## config.mk

```make
export PLATFORM = sky130hd
export DESIGN_NAME = load_store_unit
export DESIGN_NICKNAME = d
export VERILOG_FILES = /design/src/rtl/common_types_pkg.sv /design/src/rtl/lsu_align.sv /design/src/rtl/load_store_unit.sv
export SDC_FILE = /design/constraint.sdc
export NUM_CORES = 1
export LEC_CHECK = 0
export CAP_MARGIN = 25
export CORE_MARGIN = 2
export CORE_UTILIZATION = 42
export CTS_CLUSTER_SIZE = 8
export DETAILED_ROUTE_END_ITERATION = 10
export HOLD_SLACK_MARGIN = 0.1
export PLACE_DENSITY = 0.78
export SETUP_SLACK_MARGIN = 0.2
export SLEW_MARGIN = 20
export SYNTH_ARGS = -nofsm -noshare
export SYNTH_HDL_FRONTEND = slang
export SYNTH_HIERARCHICAL = 1
export SYNTH_SLANG_ARGS = --single-unit
```

## constraint.sdc

```tcl
create_clock -name CLK -period 1.7 [get_ports CLK]
set_input_delay 0.17 -clock CLK [delete_from_list [all_inputs] [get_ports CLK]]
set_output_delay 0.17 -clock CLK [all_outputs]
set_load 0.02 [all_outputs]
```

## src/rtl/common_types_pkg.sv

```systemverilog
// Shared types for the memory stage: load/store opcodes, fault codes and
// the alignment rule used to reject misaligned half/word accesses.
package common_types_pkg;

  typedef enum logic [3:0] {
    LSU_LB  = 4'd0,
    LSU_LH  = 4'd1,
    LSU_LW  = 4'd2,
    LSU_LBU = 4'd3,
    LSU_LHU = 4'd4,
    LSU_SB  = 4'd5,
    LSU_SH  = 4'd6,
    LSU_SW  = 4'd7
  } lsu_op_t;

  typedef enum logic [1:0] {
    FAULT_NONE     = 2'd0,
    FAULT_MISALIGN = 2'd1,
    FAULT_TIMEOUT  = 2'd2
  } lsu_fault_t;

  function automatic logic is_store(lsu_op_t op);
    return (op == LSU_SB) || (op == LSU_SH) || (op == LSU_SW);
  endfunction

  // Only the two low address bits matter for alignment.
  function automatic logic is_misaligned(lsu_op_t op, logic [1:0] offset);
    case (op)
      LSU_LH, LSU_LHU, LSU_SH: return offset[0];
      LSU_LW, LSU_SW:          return offset != 2'b00;
      default:                 return 1'b0;
    endcase
  endfunction

endpackage

```

## src/rtl/lsu_align.sv

```systemverilog
// Byte-lane steering: store strobes and lane-replicated write data, plus
// selection and sign/zero extension of load data from the 32-bit bus word.
module lsu_align
  import common_types_pkg::*;
(
  input  lsu_op_t     op,
  input  logic [1:0]  offset,
  input  logic [31:0] store_data,
  input  logic [31:0] load_data,
  output logic [3:0]  strb,
  output logic [31:0] wdata,
  output logic [31:0] rdata
);

  logic [7:0]  byte_sel;
  logic [15:0] half_sel;

  assign byte_sel = load_data[{offset, 3'b000} +: 8];
  assign half_sel = offset[1] ? load_data[31:16] : load_data[15:0];

  always_comb begin
    // NOTE: every output gets a default before the case so no path leaves it
    // unassigned; otherwise synthesis infers a latch.
    strb  = 4'b0000;
    wdata = 32'h0;
    rdata = 32'h0;
    case (op)
      LSU_SB: begin
        strb  = 4'b0001 << offset;
        wdata = {4{store_data[7:0]}};
      end
      LSU_SH: begin
        strb  = 4'b0011 << offset;
        wdata = {2{store_data[15:0]}};
      end
      LSU_SW: begin
        strb  = 4'hF;
        wdata = store_data;
      end
      LSU_LB:  rdata = {{24{byte_sel[7]}}, byte_sel};
      LSU_LBU: rdata = {24'h0, byte_sel};
      LSU_LH:  rdata = {{16{half_sel[15]}}, half_sel};
      LSU_LHU: rdata = {16'h0, half_sel};
      LSU_LW:  rdata = load_data;
      default: ;
    endcase
  end

endmodule

```

## src/rtl/load_store_unit.sv

```systemverilog
// Memory-stage load/store unit: accepts one op from EX, runs a single bus
// transfer with valid/ready handshake, then pulses a formatted result or fault.
module load_store_unit
  import common_types_pkg::*;
#(
  parameter int unsigned TIMEOUT_CYCLES = 0
) (
  input  logic        CLK,
  input  logic        nRST,
  input  logic        req_valid,
  output logic        req_ready,
  input  lsu_op_t     req_op,
  input  logic [31:0] req_addr,
  input  logic [31:0] req_wdata,
  input  logic        flush,
  output logic        resp_valid,
  output logic [31:0] resp_rdata,
  output lsu_fault_t  resp_fault,
  output logic        dmem_ren,
  output logic        dmem_wen,
  output logic [31:0] dmem_addr,
  output logic [31:0] dmem_wdata,
  output logic [3:0]  dmem_strb,
  input  logic [31:0] dmem_rdata,
  input  logic        dmem_ready
);

  typedef enum logic [1:0] {IDLE, BUS, RESP} lsu_state_t;

  lsu_state_t  state, next_state;
  lsu_op_t     op_q;
  logic [31:0] addr_q, wdata_q, rdata_q, wait_cnt;
  lsu_fault_t  fault_q;
  logic        squash_q;

  logic        accept, misaligned, timeout_hit, in_bus, store_q;
  logic [3:0]  fmt_strb;
  logic [31:0] fmt_wdata, fmt_rdata;

  assign accept      = (state == IDLE) && req_valid && !flush;
  assign misaligned  = is_misaligned(req_op, req_addr[1:0]);
  assign timeout_hit = (TIMEOUT_CYCLES != 0) && !dmem_ready &&
                       (wait_cnt == TIMEOUT_CYCLES - 1);
  assign in_bus      = (state == BUS);
  assign store_q     = is_store(op_q);

  lsu_align u_align (
    .op         (op_q),
    .offset     (addr_q[1:0]),
    .store_data (wdata_q),
    .load_data  (dmem_rdata),
    .strb       (fmt_strb),
    .wdata      (fmt_wdata),
    .rdata      (fmt_rdata)
  );

  // NOTE: state uses non-blocking assignments so every register samples
  // pre-edge values regardless of process ordering.
  always_ff @(posedge CLK or negedge nRST) begin
    if (!nRST) state <= IDLE;
    else       state <= next_state;
  end

  always_comb begin
    next_state = state;
    case (state)
      IDLE:    if (accept) next_state = misaligned ? RESP : BUS;
      BUS:     if (dmem_ready || timeout_hit) next_state = RESP;
      RESP:    next_state = IDLE;
      default: next_state = IDLE;
    endcase
  end

  // NOTE: these are plain flops, not a memory, so clearing them on reset is cheap
  // and keeps stale data off the response bus.
  always_ff @(posedge CLK or negedge nRST) begin
    if (!nRST) begin
      op_q     <= LSU_LB;
      addr_q   <= 32'h0;
      wdata_q  <= 32'h0;
      rdata_q  <= 32'h0;
      wait_cnt <= 32'h0;
      fault_q  <= FAULT_NONE;
      squash_q <= 1'b0;
    end else begin
      case (state)
        IDLE: if (accept) begin
          op_q     <= req_op;
          addr_q   <= req_addr;
          wdata_q  <= req_wdata;
          rdata_q  <= 32'h0;
          wait_cnt <= 32'h0;
          squash_q <= 1'b0;
          fault_q  <= misaligned ? FAULT_MISALIGN : FAULT_NONE;
        end
        BUS: begin
          wait_cnt <= wait_cnt + 32'd1;
          // A flush here cannot abort the transfer; only its response is dropped.
          if (flush) squash_q <= 1'b1;
          if (dmem_ready)       rdata_q <= fmt_rdata;
          else if (timeout_hit) fault_q <= FAULT_TIMEOUT;
        end
        default: ;
      endcase
    end
  end

  always_comb begin
    req_ready  = (state == IDLE);
    dmem_ren   = in_bus && !store_q;
    dmem_wen   = in_bus && store_q;
    dmem_addr  = in_bus ? {addr_q[31:2], 2'b00} : 32'h0;
    dmem_wdata = dmem_wen ? fmt_wdata : 32'h0;
    dmem_strb  = dmem_wen ? fmt_strb : 4'b0000;
    resp_valid = (state == RESP) && !squash_q && !flush;
    resp_rdata = resp_valid ? rdata_q : 32'h0;
    resp_fault = resp_valid ? fault_q : FAULT_NONE;
  end

endmodule
```

# [Word-level counts from Yosys, hierarchy flattened]
# Index checks and enable logic that the tools add are counted.
# W data, S select, Z words.
[totals] n_memories=0 regBits=105 wordCells=69 in_bits=105 mem_bits_rw=0 romBits=0 latchBits=0
[op_classes] n_lt_le_gt_ge=0 n_mul=0 div=0 n_reduce_logical=21 mux=21 n_addsub=0 eq_ne=17 shift=3 bitwise=0
[ops] operator="$mux W32" count=5
[ops] operator="$pmux W32 S5" count=1
[ops] operator="$pmux W32 S3" count=1
[ops] operator="$pmux W32 S2" count=1
[ops] operator="$shiftx A32 B6 Y8" count=1
[ops] operator="$eq A4 B3 Y1 const B" count=7
[ops] operator="$mux W16" count=1
[ops] operator="$eq A4 B2 Y1 const B" count=3
[ops] operator="$pmux W4 S3" count=1
[ops] operator="$eq A4 B1 Y1 const B" count=2
[ops] operator="$mux W2" count=4
[ops] operator="$logic_and A1 B1 Y1" count=6
[ops] operator="$reduce_and A3 Y1" count=2
[ops] operator="$logic_not A4 Y1" count=1
[ops] operator="$mux W4" count=1
[ops] operator="$ne A2 B2 Y1 const B" count=2
[ops] operator="$pmux W1 S2" count=2
[ops] operator="$pmux W2 S2" count=1
[ops] operator="$reduce_and A2 Y1" count=2
[ops] operator="$reduce_bool A2 Y1" count=2
[ops] operator="$shl A1 B2 Y4 const A" count=1
[ops] operator="$shl A2 B2 Y4 const A" count=1
[ops] operator="$logic_not A1 Y1" count=3
[ops] operator="$mux W1" count=3
[ops] operator="7 further kinds" count=8

# [Depth between registers and ports, before layout]
# Gate-level depths: netlist of run 1.
[depth] ltp_word=6 depth_mapped=7 mapped_depth_nobuf=4

# [Modules after synthesis]
# The synthesis of run 1 kept the hierarchy.
[by_module_without_submodules] mod="load_store_unit" area_each_um2=4635.7 cells_each=499 n_inst=1
[by_module_without_submodules] mod="lsu_align" area_each_um2=1540.2 cells_each=216 n_inst=1

# [Worst setup path after synthesis of run 1]
# No wires, ideal clock.
[synth_path] path_kind="register to output" start="register state[1]" end="output port dmem_strb[0]" arrival_ns=1.530 path_buffers=1 required_time_ns=1.530 path_slack_ns=0.000 path_stages_with_launch=5 path_cell_list="dfrtp_1 -> and2b_1 -> nor4b_4 -> buf_2 -> and2_1"
[synth_between] elab_chain_cells=3
[synth_rtl] item="start: declaration" line="load_store_unit.sv:30" rtl="lsu_state_t state, next_state;"
[synth_rtl] item="start signal: assignment" line="load_store_unit.sv:61" rtl="else state <= next_state;"
[synth_rtl] item="$eq A2 B1 Y1" line="load_store_unit.sv:44" rtl="assign in_bus = (state == BUS);"
[synth_rtl] item="$logic_and A1 B1 Y1" line="load_store_unit.sv:111" rtl="dmem_wen = in_bus && store_q;"
[synth_rtl] item="via dmem_wen" line="load_store_unit.sv:20" rtl="output logic dmem_wen,"
[synth_rtl] item="$mux W4" line="load_store_unit.sv:114" rtl="dmem_strb = dmem_wen ? fmt_strb : 4'b0000;"
[synth_rtl] item="end: declaration" line="load_store_unit.sv:23" rtl="output logic [3:0] dmem_strb,"
# The timed path passes the listed nets, and every way through them passes these cells.

# [Final worst setup path of run 1]
[layout_path] start="register op_q[1]" end="output port dmem_wdata[6]"
[layout_between] word_cells_on_any_way=8 classes_between="eq/ne (3); mux (2); reduce/logical (3)"
[layout_rtl] item="start: declaration" line="load_store_unit.sv:31" rtl="lsu_op_t op_q;"
[layout_rtl] item="start signal: assignment" line="load_store_unit.sv:88" rtl="op_q <= req_op;"
[layout_rtl] item="$eq A4 B3 Y1" line="lsu_align.sv:27" rtl="case (op)"
[layout_rtl] item="$pmux W32 S3 *" line="lsu_align.sv:27"
[layout_rtl] item="via fmt_wdata[6]" line="load_store_unit.sv:38" rtl="logic [31:0] fmt_wdata, fmt_rdata;"
[layout_rtl] item="$mux W32 *" line="load_store_unit.sv:113" rtl="dmem_wdata = dmem_wen ? fmt_wdata : 32'h0;"
[layout_rtl] item="end: declaration" line="load_store_unit.sv:22" rtl="output logic [31:0] dmem_wdata,"
# Mark *: on every way through the listed nets, which the timed path passes. The rest lies on a longest branch.

==> results of run 1 <==
what timing repair did:
item | 4_1_cts | 5_1_grt
endpoints found under the setup margin | 207 | 207
gates cloned | 25 | 11
resized for setup | 843 | 205
endpoints found under the hold margin | 104 | 0
buffers inserted | 46 | 12
hold buffers | 1 | 0
pin swaps | 182 | 71
layout make-up:
type                       count  area share
multi-input combinational    548       0.369
tap                          184      0.0188
timing repair buffer         369       0.374
clock inverter                 5     0.00521
inverter                       2    0.000613
sequential                   104       0.213
clock buffer                  10      0.0195
cell families after synthesis:
| family | share of synthesized area |
|---|---|
| flip-flops | 0.421 |
| AND/OR/NAND/NOR | 0.290 |
| XOR/XNOR | 0.00426 |
| multiplexers | 0.0596 |
| buffers and inverters | 0.0547 |
| AO/OA/AOI/OAI | 0.170 |
| other | 0.000607 |
sequential cells by signal (all words and copies together), names as in the netlist:
name / flops
addr_q: 32
state: 2
fault_q: 1
wdata_q: 32
op_q: 4
squash_q: 1
rdata_q: 32
synthesized netlist by cell type (3+ instances only):
cell	count
sky130_fd_sc_hd__o21ai_0	11
sky130_fd_sc_hd__nor2_1	22
sky130_fd_sc_hd__o211ai_1	17
sky130_fd_sc_hd__buf_6	4
sky130_fd_sc_hd__buf_2	22
sky130_fd_sc_hd__a22oi_1	17
sky130_fd_sc_hd__mux2i_1	15
sky130_fd_sc_hd__a22o_1	33
sky130_fd_sc_hd__o31ai_1	8
sky130_fd_sc_hd__mux2_2	18
sky130_fd_sc_hd__clkbuf_1	25
sky130_fd_sc_hd__nand2b_1	4
sky130_fd_sc_hd__a211oi_1	8
sky130_fd_sc_hd__and2_1	107
sky130_fd_sc_hd__buf_4	9
sky130_fd_sc_hd__nand2_1	219
sky130_fd_sc_hd__o21ai_1	3
sky130_fd_sc_hd__a32oi_1	16
sky130_fd_sc_hd__a21oi_1	12
sky130_fd_sc_hd__dfrtp_1	104
sky130_fd_sc_hd__nor2b_1	3
through the flow:
| stage | hold slack, ns | setup TNS [ns] |
|---|---|---|
| floorplan | -0.126 | 0 |
| global placement | 0.0163 | -58.05 |
| detailed placement | 0.0225 | -59.91 |
| CTS | 0.202 | -25.63 |
| global route | 0.206 | -52.98 |
| finish | 0.182 | -46.79 |
path summary, 6_finish.rpt:
path / startpoint / endpoint / slack, ns / depth (start not counted)
min in group CLK: req_addr[16] / addr_q[16] / 0.33 / 3
hold reg to reg: addr_q[20] / addr_q[20] / 0.49 / 2
max in group asynchronous: nRST / op_q[1] / 0.86 / 3
setup reg to reg: op_q[1] / rdata_q[9] / -0.45 / 9
hold / removal: nRST / wdata_q[18] / 0.18 / 2
setup / recovery: op_q[1] / dmem_wdata[6] / -0.48 / 7
where the power goes:
| group | switching (mW) | internal [mW] |
|---|---|---|
| clock | 1.06 | 1.19 |
| combinational | 4.44 | 4.48 |
| sequential | 0.959 | 3.31 |
| total | 6.46 | 8.97 |
routing by layer:
| layer | routed length (µm) | part of all wire | global-route usage |
|---|---|---|---|
| met1 | 11500 | 0.35 | 0.411 |
| met2 | 15300 | 0.46 | 0.556 |
| met3 | 3650 | 0.11 | 0.0852 |
| met4 | 2740 | 0.083 | 0.211 |
| met5 | 0 | 0 | 0 |
==> results list, run 1 <==
- Summing all multi-input logic gate instances after layout gives ~0.0045 mm².
* Post-DP HPWL: 13.5 mm
- Cell repeated most along the worst path: sky130_fd_sc_hd__buf_6
* Maximum clock skew at final layout: a little under 0.01 ns
- TritonCTS Buffers: 9
- At the end of the flow the core is filled with cells to 0.849.
- Post-Layout Inst Area: between 0.01 and 0.015 mm²
- Unrepaired setup endpoints after global routing: true
* Max-cap viol count: 0
- Residual antenna-violating net count after detailed routing: 0
* Seq. cell area: 0.00260 mm²
- Antenna diode count: 0
- Power density over the cells: around 1300 mW/mm²
- In the routed layout, each cell is associated on average with a via count of between 6 and 7.
* Critical path class: flop to primary output
- In the routed design, unresolved DRC markers number 0.
* Ys Warns: 6
* Last weighted congestion value of the routability-driven placer: about 0.85
- Clock latency on the worst-skew pair: ~0.37 ns
- After global routing the overflow that remains totals 0.
- Walking the worst path, the cells encountered are buf_6 > buf_6 > or2_4 > nor2b_4 > and2_4 > and2_4 > buf_6.
* Largest cells by area after synthesis: sky130_fd_sc_hd__dfrtp_1, sky130_fd_sc_hd__nand2_1, sky130_fd_sc_hd__and2_1
* Final hold viol count: 0
* Routed via count: just under 8000
- Data on the critical path arrives at its endpoint at between 2 and 2.5 ns.
* Category of the worst setup path capture point: primary output
* Clk root buf: sky130_fd_sc_hd__clkbuf_16
- Broken down by cell family, the worst path's largest delay share belongs to simple AND/OR/NAND/NOR gates.
- The initial antenna violation count came to 0.
- The synthesized design contains 0 enable-type register cells.
- Number of nets in the layout: roughly 1100
- Of all nets on the critical path, the largest fanout is 8.
* Port Buffer Count: about 210
- Final setup violation count: roughly 200
* Final Worst Setup Slack: -0.478 ns
* Die Y: 125 µm
- In the final layout, the share of cells above drive strength 1 is 0.590.
- STA classifies the critical path startpoint as a flop.
* Static leakage: approximately 5.6 nW
- In the synthesized netlist the dominant register cell turns out to be sky130_fd_sc_hd__dfrtp_1.
- Per-instance average area after synthesis: around 8.6 µm²
* Number of rows created at floorplan: between 40 and 50
* Flop and latch count out of synthesis: approximately 100
- Async set or reset register ratio after synthesis: 1.00
- Min-Delay Path Class: input port to async pin
- Clock Pin Slew Worst Setup and Hold Paths: ~0.080 ns
- At the pin with the least slew margin, the transition time is approximately 0.61 ns.
- Portion of the clock cycle consumed by the worst path in the final layout: 1.28
* Starting utilization of the core area: 0.428
* Sequential area share after synthesis: 0.421
* Maximum vdd drop: 0.781 mV
* Number of H-tree branching levels: 3
* Global-route wire length before repair: 42.0 mm
- Worst path bufs/invs: 3
- Pin count of the biggest net entering global routing: 47
* Clock tree from TritonCTS: done
- Period minus WS final: between 2 and 2.5 ns
- The checks that failed: negative setup slack.
* Global-route usage over all layers: 0.343
* Worst setup slack before clock tree synthesis: -0.434 ns
- Clock tree buffer depth: 2
- During I/O placement, the number of pins put on the boundary was approximately 210.
- Layout fillers: between 600 and 700
- Wire length reported by the detailed router: approximately 33 mm
* Number of sinks on the clock net: between 100 and 150
* Synth-to-layout area growth: 98.4%
- The number of global-route vias before repair was 7389.
* Timing-limited maximum frequency: about 0.46 GHz
- Post-Syn Instances: 715
- Finished Layout Cells: approximately 1200
- Wire per inst: between 20 and 30 µm
* Most area-hungry cell type in the Yosys netlist: sky130_fd_sc_hd__dfrtp_1
- Top library cells by usage in the layout, fill and taps aside: sky130_fd_sc_hd__buf_6, sky130_fd_sc_hd__and2_4, sky130_fd_sc_hd__dfrtp_1, sky130_fd_sc_hd__clkdlybuf4s50_1, sky130_fd_sc_hd__nand2_2
- In this run the cell area of the synthesized design comes to between 0.006 and 0.007 mm².
- The die covers about 0.016 mm².
- Final Max Tran Viols: 0
- Measured along the x axis, the die boundary spans between 100 and 150 µm.
* CP peak stage delay: ~0.50 ns
- CP Data Required Time: between 1.5 and 2 ns
- The run finished, with violations left.
- Once placement completed, the tool counted placed cells totaling around 1100.
- For this block, the initial DRC count from the detailed router was between 900 and 1000.
- Sum of internal, switching and leakage power: around 15 mW
- Leading cell type in the layout, fill and taps excluded: sky130_fd_sc_hd__buf_6
- Relative slew margins: 0.593
- Pre-antenna DRT Iters: 8
* Cell area reported after detailed placement: just under 0.009 mm²
* Critical path's slowest cell: sky130_fd_sc_hd__dfrtp_2
- Distinct cells, synth: 51
- The total area inside the core boundary comes to between 0.01 and 0.015 mm².
- Fraction of post-synthesis cell area in the top cell type by area: 0.421
(Power assumes the default switching activity.)
==> inputs of run 2 (changes only) <==
--- a/config.mk
+++ b/config.mk
@@ -6,6 +6,7 @@
 export NUM_CORES = 1
 export LEC_CHECK = 0
 export CAP_MARGIN = 25
+export CORE_ASPECT_RATIO = 2
 export CORE_MARGIN = 2
 export CORE_UTILIZATION = 42
 export CTS_CLUSTER_SIZE = 8
==> results list, run 2 (synthesized netlist as in run 1, its figures left out) <==
- Timing-limited maximum frequency: approximately 0.47 GHz
- Critical path class: flop to primary output
- Number of rows created at floorplan: 62
* FF-to-FF setup slack: -0.37 ns
- Synth-to-layout area growth: 95.0%
* Core Footprint: 0.0144 mm²
- In the layout the commonest cells are sky130_fd_sc_hd__buf_6, sky130_fd_sc_hd__nand2_1, sky130_fd_sc_hd__clkdlybuf4s50_1.
- The first global-routing pass estimated ~36 mm of wire.
- After detailed routing, the average wire length per cell comes to 26.8 µm.
- The internal portion of the total power is slightly above 9 mW.
- Unrepaired setup endpoints after global routing: true
* R2r worst-path depth: 8
* Endpoint of the most critical setup path: dmem_wdata[4]
- Maximum vdd drop: 0.921 mV
* Clock latency on the worst-skew pair: roughly 0.36 ns
- Post-Layout Inst Area: roughly 0.012 mm²
* Clock tree from TritonCTS: done
- Worst r2r dst: rdata_q[29]
- Cell area reported after detailed placement: about 0.0090 mm²
* Startpoint of the lowest-slack register-to-register path: op_q[3]
- For this design the static power due to leakage is ~5.6 nW.
- The floorplan step set the die height to approximately 180 µm.
- At the end of routability-driven placement, the weighted congestion stood at 0.895.
* Residual antenna-violating net count after detailed routing: 0
- Period minus WS final: ~2.1 ns
* Clock tree buffer depth: 2
- In the final layout, the share of cells above drive strength 1 is 0.547.
- The worst hold path belongs to the class input port to async pin.
- Entering global routing, the biggest net connects 44 pins.
- The checks that failed: negative setup slack.
- Final Max Tran Viols: 0
- Part of the power in registers: 0.270
- Wire length reported by the detailed router: 33.3 mm
- Combinational share of power: 0.584
* Power density over the cells: around 1300 mW/mm²
- Before antenna repair, the detailed router went through 5 iterations.
- Final setup violation count: approximately 200
* Starting utilization of the core area: 0.430
* Worst hold margin: between 0.2 and 0.3 ns
- For this run, the share of the core covered by cells in the final layout is 0.839.
- Clock Pin Slew Worst Setup and Hold Paths: 0.08 ns
- STA classifies the critical path startpoint as a flop.
* Worst setup startpoint: state[1]
* Switching power: around 6.5 mW
* Final hold viol count: 0
* TritonCTS Buffers: 9
* Number of nets in the layout: 1150
- At the worst endpoint, the required time is around 1.5 ns.
- Maximum clock skew at final layout: approximately 0.014 ns
- Arrival @ worst endpoint: 1.98 ns
* Layout fillers: between 600 and 700
- Width of the die: 89.7 µm
- Portion of the clock cycle consumed by the worst path in the final layout: 1.26
- The first routing iteration left 761 violations.
* Initial antenna violation count: 0
* Leftover overflow at the end of global routing: 0
- Number of H-tree branching levels: 3
- For this design, the sink count on the clock tree is about 100.
- Vias per cell: 6.17
- Across the run, the number of max-cap violations was 0.
- Die footprint: around 0.016 mm²
- Clock group share of total power: 0.147
* Routed via count: about 7700
* Biggest regs: addr_q: 32 flops, rdata_q: 32 flops, wdata_q: 32 flops
- Port Buffer Count: 207
* Critical path fanouts, max: 4
- Clk root buf: sky130_fd_sc_hd__clkbuf_16
- Switching part of the total: 0.417
- Across every metal layer, demand over resource in global routing totals 0.295.
- Leading cell type in the layout, fill and taps excluded: sky130_fd_sc_hd__buf_6
- The run finished, with violations left.
- Category of the worst setup path capture point: primary output
- The number of global-route vias before repair was 6947.
- Boundary pin count: between 200 and 250
* Post-DP HPWL: ~15 mm
- After detailed routing, the number of remaining DRC violations is 0.
- Final Worst Setup Slack: -0.449 ns
==> run 2: worst min path at each step <==
stage               slack, ns  startpoint           to  cells after the start
global placement         0.08        nRST     state[1]                      1
detailed placement       0.08        nRST     state[0]                      1
global route             0.28        nRST  rdata_q[11]                      2
CTS                      0.25        nRST     state[1]                      2
finish                   0.27        nRST  rdata_q[11]                      2
floorplan               -0.13        nRST    addr_q[0]                      0
==> run 2: worst max-delay path, cell delays in order, from the launching register on <==
cell and delay, ns:
sky130_fd_sc_hd__dfrtp_1 0.42, sky130_fd_sc_hd__and2b_2 0.27, sky130_fd_sc_hd__nor4b_4 0.26, sky130_fd_sc_hd__buf_6 0.24, sky130_fd_sc_hd__clkbuf_16 0.18, sky130_fd_sc_hd__and2_4 0.13
sky130_fd_sc_hd__buf_6 0.13
==> run 2: area by class of cell <==
class	instances	area [µm²]	area share
repair buffers	378	4510	0.374
multi-input cells	550	4370	0.363
flip-flops and latches	104	2610	0.216
well taps	192	240	0.0199
clock buffers	9	225	0.0187
clock inverters	7	86.3	0.00717
inverters	2	7.51	0.000623
diodes	1	2.50	0.000208
==> run 2: power groups by stage <==
stage / combinational (mW) / sequential, mW / clock (mW)
finish: 9.11 / 4.21 / 2.29
CTS: 6.78 / 3.91 / 2.22
detailed placement: 5.31 / 3.92 / 0
global route: 9.36 / 4.25 / 2.39
global placement: 5.23 / 3.88 / 0
floorplan: 3.22 / 3.71 / 0
==> run 2: per-layer routing <==
metal / global-route usage / share of wire / wire length [µm]
met1: 0.291 / 0.31 / 10200
met2: 0.559 / 0.50 / 16700
met3: 0.0489 / 0.081 / 2700
met4: 0.193 / 0.11 / 3720
met5: 0 / 0 / 0
==> run 2: metrics by stage <==
step	total power, mW	std cells	setup WS (ns)	TNS (ns)
finish	15.6	1243	-0.449	-65.71
global route	16.0	1242	-0.472	-68.09
CTS	12.9	1189	-0.311	-29.83
detailed placement	9.22	1135	-0.431	-47.91
global placement	9.11	1135	-0.399	-45.31
floorplan	6.93	717	0.0890	0
==> run 2: repair_timing <==
| action | in CTS | in global routing |
|---|---|---|
| gates resized for setup | 696 | 256 |
| setup endpoints to repair | 207 | 207 |
| hold buffers | 1 | 0 |
| gates cloned | 13 | 24 |
| hold endpoints to repair | 63 | 0 |
| pin swaps | 57 | 108 |
| setup buffers | 24 | 29 |
==> RTL edit (flow settings as in run 2) <==
Make the reset (`nRST`) synchronous in 2 clocked blocks.
--- a/src/rtl/load_store_unit.sv
+++ b/src/rtl/load_store_unit.sv
@@ -57,5 +57,5 @@
   // NOTE: state uses non-blocking assignments so every register samples
   // pre-edge values regardless of process ordering.
-  always_ff @(posedge CLK or negedge nRST) begin
+  always_ff @(posedge CLK) begin
     if (!nRST) state <= IDLE;
     else       state <= next_state;
@@ -74,5 +74,5 @@
   // NOTE: these are plain flops, not a memory, so clearing them on reset is cheap
   // and keeps stale data off the response bus.
-  always_ff @(posedge CLK or negedge nRST) begin
+  always_ff @(posedge CLK) begin
     if (!nRST) begin
       op_q     <= LSU_LB;
Behaviour: differs if nRST is asserted again (counterexample within 4 cycles, from zero or initial values and one cycle with nRST low); with nRST held inactive, the same outputs for 4 cycles.
==> RTL edit against run 2 <==
The flow still finishes with violations (setup timing); worst setup slack improved by 0.15 ns; cell area fell by 5.1%; sequential share of layout area fell by 3.3 points; register-to-register slack improved by 0.07 ns; area after synthesis fell by 1.1%; sequential cell count did not move; via count fell by 3.7%; routed wire length fell by 11%.
Power is not compared: it rests on default switching activity, and its combinational part moved more than twofold at a synthesized area within 25%.
==> RTL edit: results (changes against run 2) <==
| Metric | Value |
|---|---|
| DP HPWL | `14.0 mm (was 15.2 mm)` |
| GRT Util Overall | `28.4% (was 29.5%)` |
| Worst-path maximum fanout | `8 (was 4)` |
| DRT Pass-1 Iters | `7 (was 5)` |
| Largest net degree at the start of global routing | `67 (was 44)` |
| Worst Max-Slew Pin Slew | `0.607 ns` |
| Predominant post-synthesis flop cell | `dfxtp_1 (was dfrtp_1)` |
| Iteration-0 DRC Markers | `684 (was 761)` |
| First-pass GRT wire length | `34.6 mm (was 36.5 mm)` |
| Count of final setup violators | `182 (was 206)` |
| P_sw | `2060 uW` |
| Vias per std cell | `5.98 (was 6.17)` |
| R2R cell count | `10 (was 8)` |
| CTS H-tree lvls | `3 (unchanged)` |
| Layout cells sized above 1 | `50.7% (was 54.7%)` |
| Maximum VDD drop | `0.614 mV` |
| Synth async-reset ratio | `0% (was 100%)` |
| Layout fillers | `788 (was 645)` |
| Root Buffer | `clkbuf_16 (unchanged)` |
| Leakage | `0.00446 uW` |
| GPL Wtd Cong | `0.932 (was 0.895)` |
| Hold path cells | `2` |
| Worst-path clk slew | `0.08 ns (about the same)` |
| Sequential share of the synthesized area | `34.1% (was 42.1%)` |
| Regs by FF count | `addr_q: 32 flops, rdata_q: 32 flops, wdata_q: 32 flops (unchanged)` |
| Clock latency on the worst-skew pair | `0.36 ns (about the same)` |
| Initial antenna violation count | `2 (was 0)` |
| Fin nets | `1,142 (was 1,150)` |
| Most frequent cells after synthesis | `nand2_1, and2_1, dfxtp_1 (was nand2_1, and2_1, dfrtp_1)` |
| Failing checks | `setup timing (unchanged)` |
| Syn avg cell area | `8.04 um2 (was 8.64 um2)` |
| Worst setup margin | `-0.299 ns (was -0.449 ns)` |
| Worst Skew | `0.0137 ns (was 0.0143 ns)` |
| Cts bufs inserted | `9 (unchanged)` |
| Library cells used by synthesis | `48 (was 51)` |
| Crit path DAT | `2.24 ns (was 1.98 ns)` |
| Ranking of synthesized cells by area | `dfxtp_1, and2_1, nand2_1 (was dfrtp_1, nand2_1, and2_1)` |
| Status | `finished with violations (unchanged)` |
| Routed WL | `29.8 mm (was 33.3 mm)` |
| CTS Buffer Depth | `2 (unchanged)` |
| Yosys warnings | `6 (unchanged)` |
| Min-Delay Path Class | `in -> reg (was in -> async)` |
| PortBufs | `207 (unchanged)` |
| Vias in the first global route | `6,765 (was 6,947)` |
-- RTL edit: power groups by stage --
stage | combinational, uW | sequential [uW] | clock, uW
after detailed placement | 1190 | 2660 | 0
after floorplan | 657 | 2640 | 0
after CTS | 1490 | 2600 | 2060
after global routing | 2040 | 2650 | 2130
after global placement | 1180 | 2660 | 0
final | 1970 | 2650 | 2040
-- RTL edit: cell type report --
class | instances | share of cell area (%)
Multi-Input combinational cell | 582 | 41.4
Timing Repair Buffer | 338 | 35.6
Sequential cell | 104 | 18.4
Tap cell | 192 | 2.10
Clock buffer | 11 | 2.04
Clock inverter | 5 | 0.405
Inverter | 2 | 0.0657
Antenna cell | 1 | 0.0219
-- RTL edit: path summary, 6_finish.rpt --
path	start	endpoint	slack [ns]
setup / recovery	op_q[1]	rdata_q[4]	-0.30
hold reg to reg	addr_q[27]	addr_q[27]	0.46
hold / removal	nRST	addr_q[15]	0.19
setup reg to reg	op_q[1]	rdata_q[4]	-0.30
-- RTL edit: worst max-delay path: stages, from the launching register on --
cell and delay (ns):
dfxtp_4 0.38, buf_6 0.13, buf_6 0.12, nor4b_4 0.13
buf_6 0.14, buf_12 0.14, buf_8 0.15, a32oi_1 0.25
o31ai_1 0.15, a22oi_1 0.23, nor2b_1 0.07
-- RTL edit: cell families (layout without fill, tap and decap cells) --
| kind of cell | Yosys count | after routing | share of synthesized area (%) |
|---|---|---|---|
| AND/OR/NAND/NOR | 340 | 341 | 28.6 |
| multiplexers | 35 | 35 | 6.19 |
| flip-flops | 104 | 104 | 34.1 |
| other | 1 | 4 | 0.0614 |
| AO/OA/AOI/OAI | 200 | 200 | 24.2 |
| XOR/XNOR | 3 | 3 | 0.430 |
| buffers and inverters | 76 | 356 | 6.39 |
-- RTL edit: per-stage QoR --
step,cell area (um2),total power (uW),setup slack [ns],TNS [ns],std cells
after floorplan,6260,3300,0.142,0,761
after global placement,8770,3840,-0.409,-44.10,1145
after detailed placement,8770,3850,-0.406,-47.89,1145
after CTS,9870,6150,-0.217,-16.03,1201
final,11400,6660,-0.299,-28.08,1235
after global routing,11400,6830,-0.398,-34.65,1234
-- RTL edit: layer usage --
| metal | up-vias | part of all wire (%) | routed length [um] | GRT usage, % |
|---|---|---|---|---|
| met1 | 3529 | 32 | 9560 | 31.2 |
| met3 | 168 | 8.6 | 2550 | 4.75 |
| met2 | 496 | 51 | 15200 | 49.1 |
| met5 | - | 0.067 | 20 | 0 |
| li1 | 3185 | - | - | - |
| met4 | 2 | 8.0 | 2380 | 16.7 |
-- RTL edit: what timing repair did --
item                                    in CTS  in global routing
gates cloned                                17                 15
setup buffers                               23                 18
hold buffers                                 0                  0
endpoints found under the setup margin     205                205
pin swaps                                   56                143
resized for setup                          627                373
